[config.mk]
export PLATFORM = sky130hd
export DESIGN_NAME = piso_serializer
export DESIGN_NICKNAME = d
export VERILOG_FILES = /design/src/rtl/piso_pkg.sv /design/src/rtl/d_ff.sv /design/src/rtl/piso_shift_reg.sv /design/src/rtl/piso_serializer.sv
export SDC_FILE = /design/constraint.sdc
export NUM_CORES = 1
export LEC_CHECK = 0
export ABC_AREA = 1
export CAP_MARGIN = 0
export CORE_MARGIN = 3
export CORE_UTILIZATION = 40
export DETAILED_ROUTE_END_ITERATION = 10
export SLEW_MARGIN = 10
export SYNTH_ARGS = -nofsm -noshare
export SYNTH_HDL_FRONTEND = slang
export SYNTH_HIERARCHICAL = 1
export SYNTH_SLANG_ARGS = --single-unit
[constraint.sdc]
create_clock -name clk -period 1.3 [get_ports clk]
set_input_delay 0.13 -clock clk [delete_from_list [all_inputs] [get_ports clk]]
set_output_delay 0.13 -clock clk [all_outputs]
set_load 0.01 [all_outputs]
[src/rtl/piso_pkg.sv]
// piso_pkg: shared types and sizing helpers for the PISO serializer (PISO_PARITY_EN adds a parity bit per frame)
package piso_pkg;
  typedef enum logic [1:0] {IDLE, SHIFT, GAP} piso_state_t;
  function automatic int cnt_w(input int size);
    return $clog2(size + 1);
  endfunction
`ifdef PISO_PARITY_EN
  localparam int PAR_EXT = 1;
`else
  localparam int PAR_EXT = 0;
`endif
endpackage

[src/rtl/d_ff.sv]
// d_ff: W-bit D flip-flop with synchronous active-high reset
module d_ff #(
  parameter int W = 1
) (
  input  logic         clk,
  input  logic         rst,
  input  logic [W-1:0] i_d,
  output logic [W-1:0] o_q
);
  always_ff @(posedge clk) o_q <= rst ? '0 : i_d;
endmodule

[src/rtl/piso_shift_reg.sv]
// piso_shift_reg: loadable shift register; o_next is the bit that becomes head after the next shift
module piso_shift_reg
  import piso_pkg::*;
#(
  parameter int SIZE      = 4,
  parameter int MSB_FIRST = 0
) (
  input  logic            clk,
  input  logic            rst,
  input  logic            i_load,
  input  logic            i_shift,
  input  logic [SIZE-1:0] i_d,
  output logic            o_next
);
  logic [SIZE-1:0] w_q, w_d;
  assign w_d = i_load ? i_d
             : i_shift ? (MSB_FIRST != 0 ? {w_q[SIZE-2:0], 1'b0} : {1'b0, w_q[SIZE-1:1]})
             : w_q;
  assign o_next = MSB_FIRST != 0 ? w_q[SIZE-2] : w_q[1];
  d_ff #(.W(SIZE)) u_ff (.clk(clk), .rst(rst), .i_d(w_d), .o_q(w_q));
endmodule

[src/rtl/piso_serializer.sv]
// piso_serializer: valid/ready parallel-in, serial-out transmitter with frame strobes
// Optional even-parity trailer bit when PISO_PARITY_EN is defined.
module piso_serializer
  import piso_pkg::*;
#(
  parameter int SIZE      = 4,
  parameter int MSB_FIRST = 0,
  parameter int IDLE_GAP  = 0
) (
  input  logic            clk,
  input  logic            rst,
  input  logic [SIZE-1:0] data_in,
  input  logic            load_valid,
  output logic            load_ready,
  output logic            ser_out,
  output logic            ser_valid,
  output logic            frame_start,
  output logic            frame_end,
  output logic            busy
);
  localparam int CW = cnt_w(SIZE);
  localparam logic [CW-1:0] CNT_INIT = CW'(SIZE - 1 + PAR_EXT);
  piso_state_t r_state, w_state_nx;
  logic [CW-1:0] r_cnt, w_cnt_nx;
  logic [3:0] r_gap, w_gap_nx;
  logic w_last, w_acc, w_more, w_head, w_next, w_bit;
  // r_cnt counts bits still to send after the one currently on ser_out
  assign w_last     = r_state == SHIFT && r_cnt == '0;
  assign w_more     = r_state == SHIFT && r_cnt != '0;
  assign load_ready = !rst && (r_state == IDLE || (IDLE_GAP == 0 && w_last));
  assign w_acc      = load_valid && load_ready;
  assign w_head     = MSB_FIRST != 0 ? data_in[SIZE-1] : data_in[0];
  assign busy       = r_state != IDLE;
`ifdef PISO_PARITY_EN
  logic r_par;
  always_ff @(posedge clk) r_par <= rst ? 1'b0 : w_acc ? ^data_in : r_par;
  assign w_bit = r_cnt == CW'(1) ? r_par : w_next;
`else
  assign w_bit = w_next;
`endif
  piso_shift_reg #(.SIZE(SIZE), .MSB_FIRST(MSB_FIRST)) u_sr (
    .clk(clk), .rst(rst), .i_load(w_acc), .i_shift(w_more), .i_d(data_in), .o_next(w_next)
  );
  always_comb begin
    w_state_nx = r_state;
    w_cnt_nx   = r_cnt;
    w_gap_nx   = r_gap;
    if (w_acc) begin
      w_state_nx = SHIFT;
      w_cnt_nx   = CNT_INIT;
    end else if (w_more) begin
      w_cnt_nx = r_cnt - 1'b1;
    end else if (w_last) begin
      w_state_nx = IDLE_GAP > 0 ? GAP : IDLE;
      w_gap_nx   = 4'(IDLE_GAP - 1);
    end else if (r_state == GAP) begin
      w_state_nx = r_gap == '0 ? IDLE : GAP;
      w_gap_nx   = r_gap == '0 ? 4'd0 : r_gap - 1'b1;
    end
  end
  always_ff @(posedge clk) begin
    if (rst) begin
      r_state     <= IDLE;
      r_cnt       <= '0;
      r_gap       <= '0;
      ser_out     <= 1'b0;
      ser_valid   <= 1'b0;
      frame_start <= 1'b0;
      frame_end   <= 1'b0;
    end else begin
      r_state     <= w_state_nx;
      r_cnt       <= w_cnt_nx;
      r_gap       <= w_gap_nx;
      ser_out     <= w_acc ? w_head : w_more ? w_bit : 1'b0;
      ser_valid   <= w_state_nx == SHIFT;
      frame_start <= w_acc;
      frame_end   <= w_state_nx == SHIFT && w_cnt_nx == '0;
    end
  end
endmodule

==> results.json, run 1 <==
{
  "instances_no_fill": 179,
  "grtUsageMet3": 0.0258,
  "die-area_um2": 2670,
  "grt_first_pass_wirelength_um": 3290,
  "cts.sinks": 16,
  "tightest_slew_ps": 289,
  "p_leak_nw": 0.628,
  "critical_path_class": "register to register",
  "dp.cells": 174,
  "vias": 823,
  "dpl_cell_area_um2": 1100,
  "clockRootBuffer": "clkbuf_4",
  "place.gp.congestion": 0.819,
  "vias_per_cell": 4.60,
  "maxSlewViolCount": 0,
  "syn2layout_area_growth_pct": 52.2,
  "drtIter0Drc": 17,
  "drive_gt1_frac": 0.390,
  "grt_use_total": 0.165,
  "grtUsageMet1": 0.215,
  "cts_buffer_depth": 2,
  "dpl.hpwl_um": 1250,
  "drtAntennaViolNets": 0,
  "diodes": 0,
  "yosysWarnings": 6,
  "grt-ovfl-total": 0,
  "crit_buf_inv": 3,
  "worst_slack_ps": -53.6,
  "violations": "negative setup slack",
  "maxCapViolations": 0,
  "die_x_um": 51.7,
  "max_freq_mhz": 739,
  "tritoncts": "yes",
  "drc": 0,
  "io_pins": 13,
  "syn_avg_cell_area_um2": 6.78,
  "startpoint_type": "register",
  "endpoint_kind": "register",
  "syn_nets": 132,
  "grt_setup_unrepaired": "true",
  "start_util": 0.454,
  "cp_slowest_cell": "dfxtp_2",
  "row_count": 15,
  "wl_um": 1840,
  "outcome": "finished with violations",
  "holdWs_ps": 412,
  "crit_arrival_ps": 1540,
  "final_nets": 165,
  "grt.busiest_layer": "met2",
  "crit_chain": "inv_2 -> ha_4 -> nand3_2 -> nand2_2 -> buf_6 -> nand3_4 -> buf_12 -> nand2_8 -> nand2_2 -> nand2_1 -> nor2_1",
  "finalCriticalPeriod_ps": 1350,
  "critPathTopFamily": "simple AND/OR/NAND/NOR gates",
  "period_share": 1.04,
  "portBuffers": 12,
  "max_slew_margin": 0.806,
  "grt_use_met2": 0.258,
  "wl_per_cell_um": 10.3,
  "htree_levels": 1,
  "design.core.area_um2": 1840,
  "cts_buffers": 3,
  "hold_buffers": 0,
  "vdd_drop_max_mv": 0.785,
  "grt_max_degree": 10,
  "fin_skew_ps": 4.11,
  "critPathMaxStageDelay_ps": 340,
  "cpMostUsedCell": "nand2_2",
  "drt-pass1-iter-count": 4,
  "finalSetupViolations": 11,
  "synthesis.area_um2": 835,
  "hold_viol_final": 0,
  "grt_pass1_vias": 797,
  "cts.reportedPaths.clkPinSlew_ps": 90,
  "postSynthCellCount": 123,
  "clock_latency_ps": 280,
  "stdcell_area_um2": 1270,
  "die_h_um": 51.7,
  "pwr_density_cell_nw_per_um2": 1250,
  "cp_max_fo": 5,
  "hold_path_class": "input pin to register",
  "antenna_found_initial": 0,
  "crit_required_ps": 1490,
  "fill_cells": 169
}
## through the flow
| step | utilization | setup WS (ps) | TNS, ps | total power (W) |
|---|---|---|---|---|
| after floorplan | - | 9.03 | 0 | 0.000975 |
| after global placement | 0.600 | -113 | -905 | 0.00118 |
| after detailed placement | 0.600 | -134 | -935 | 0.00119 |
| after CTS | 0.658 | -45.6 | -250 | 0.00154 |
| after global routing | 0.690 | -150 | -1600 | 0.00172 |
| final | 0.690 | -53.6 | -292 | 0.00158 |
## state kept, by name, indices dropped and copies added (netlist names)
name           cells
ser_out            1
r_cnt              3
ser_valid          1
frame_end          1
u_sr/u_ff/o_q      3
frame_start        1
r_gap              4
r_state            2
## final cells by class
| cell class | instances | area (um^2) | share of cell area |
|---|---|---|---|
| sequential | 16 | 324 | 0.255 |
| clock buffer | 3 | 22.5 | 0.0177 |
| inverter | 23 | 96.3 | 0.0759 |
| multi-input combinational | 84 | 520 | 0.410 |
| tap | 25 | 31.3 | 0.0246 |
| timing repair buffer | 28 | 275 | 0.217 |
## power by group
part	internal, W	total [W]	switching [W]
registers	0.000554	0.000589	0.0000357
clock network	0.000107	0.000257	0.000150
logic	0.000340	0.000736	0.000396
## path summary, 6_finish.rpt
check / cells past startpoint / start / slack, ps / to
worst min-delay path: 3 / data_in[0] / 410 / ser_out
worst max register to register: 11 / r_cnt[0] / -50 / r_gap[2]
worst min register to register: 2 / u_sr/u_ff/o_q[1] / 470 / ser_out
worst max-delay path: 11 / r_cnt[0] / -50 / r_gap[2]
## cells in the final DEF, fill, tap and decap left out, types with 4 or more instances in the layout
master	count
inv_1	13
nor2_1	12
nand2_2	7
nand3_1	4
inv_2	7
clkdlybuf4s50_1	8
nand3_2	5
nand2_1	34
dfxtp_1	13
buf_4	11
## layer usage
metal | vias to the layer above | part of all wire
met3 | 4 | 0.037
li1 | 440 | -
met2 | 16 | 0.47
met4 | 0 | 0.018
met5 | - | 0
met1 | 363 | 0.47
## worst min-delay path: stages
cell             delay (ps)
clkdlybuf4s50_1         400
nand2_1                  70
a21oi_1                  50
## what timing repair did
item | in CTS | in global routing
cloned | 0 | 0
setup buffers | 2 | 0
pin swaps | 10 | 14
setup endpoints to repair | 13 | 17
gates resized for setup | 23 | 17
Power figures use the tool's default switching activity.
==> run 2: changes to the inputs <==
--- a/config.mk
+++ b/config.mk
@@ -9,6 +9,7 @@
 export CAP_MARGIN = 0
 export CORE_MARGIN = 3
 export CORE_UTILIZATION = 40
+export CTS_CLUSTER_SIZE = 14
 export DETAILED_ROUTE_END_ITERATION = 10
 export SLEW_MARGIN = 10
 export SYNTH_ARGS = -nofsm -noshare
==> results of run 2 <==
No change in the layout: final DEF, timing and power equal those of run 1.
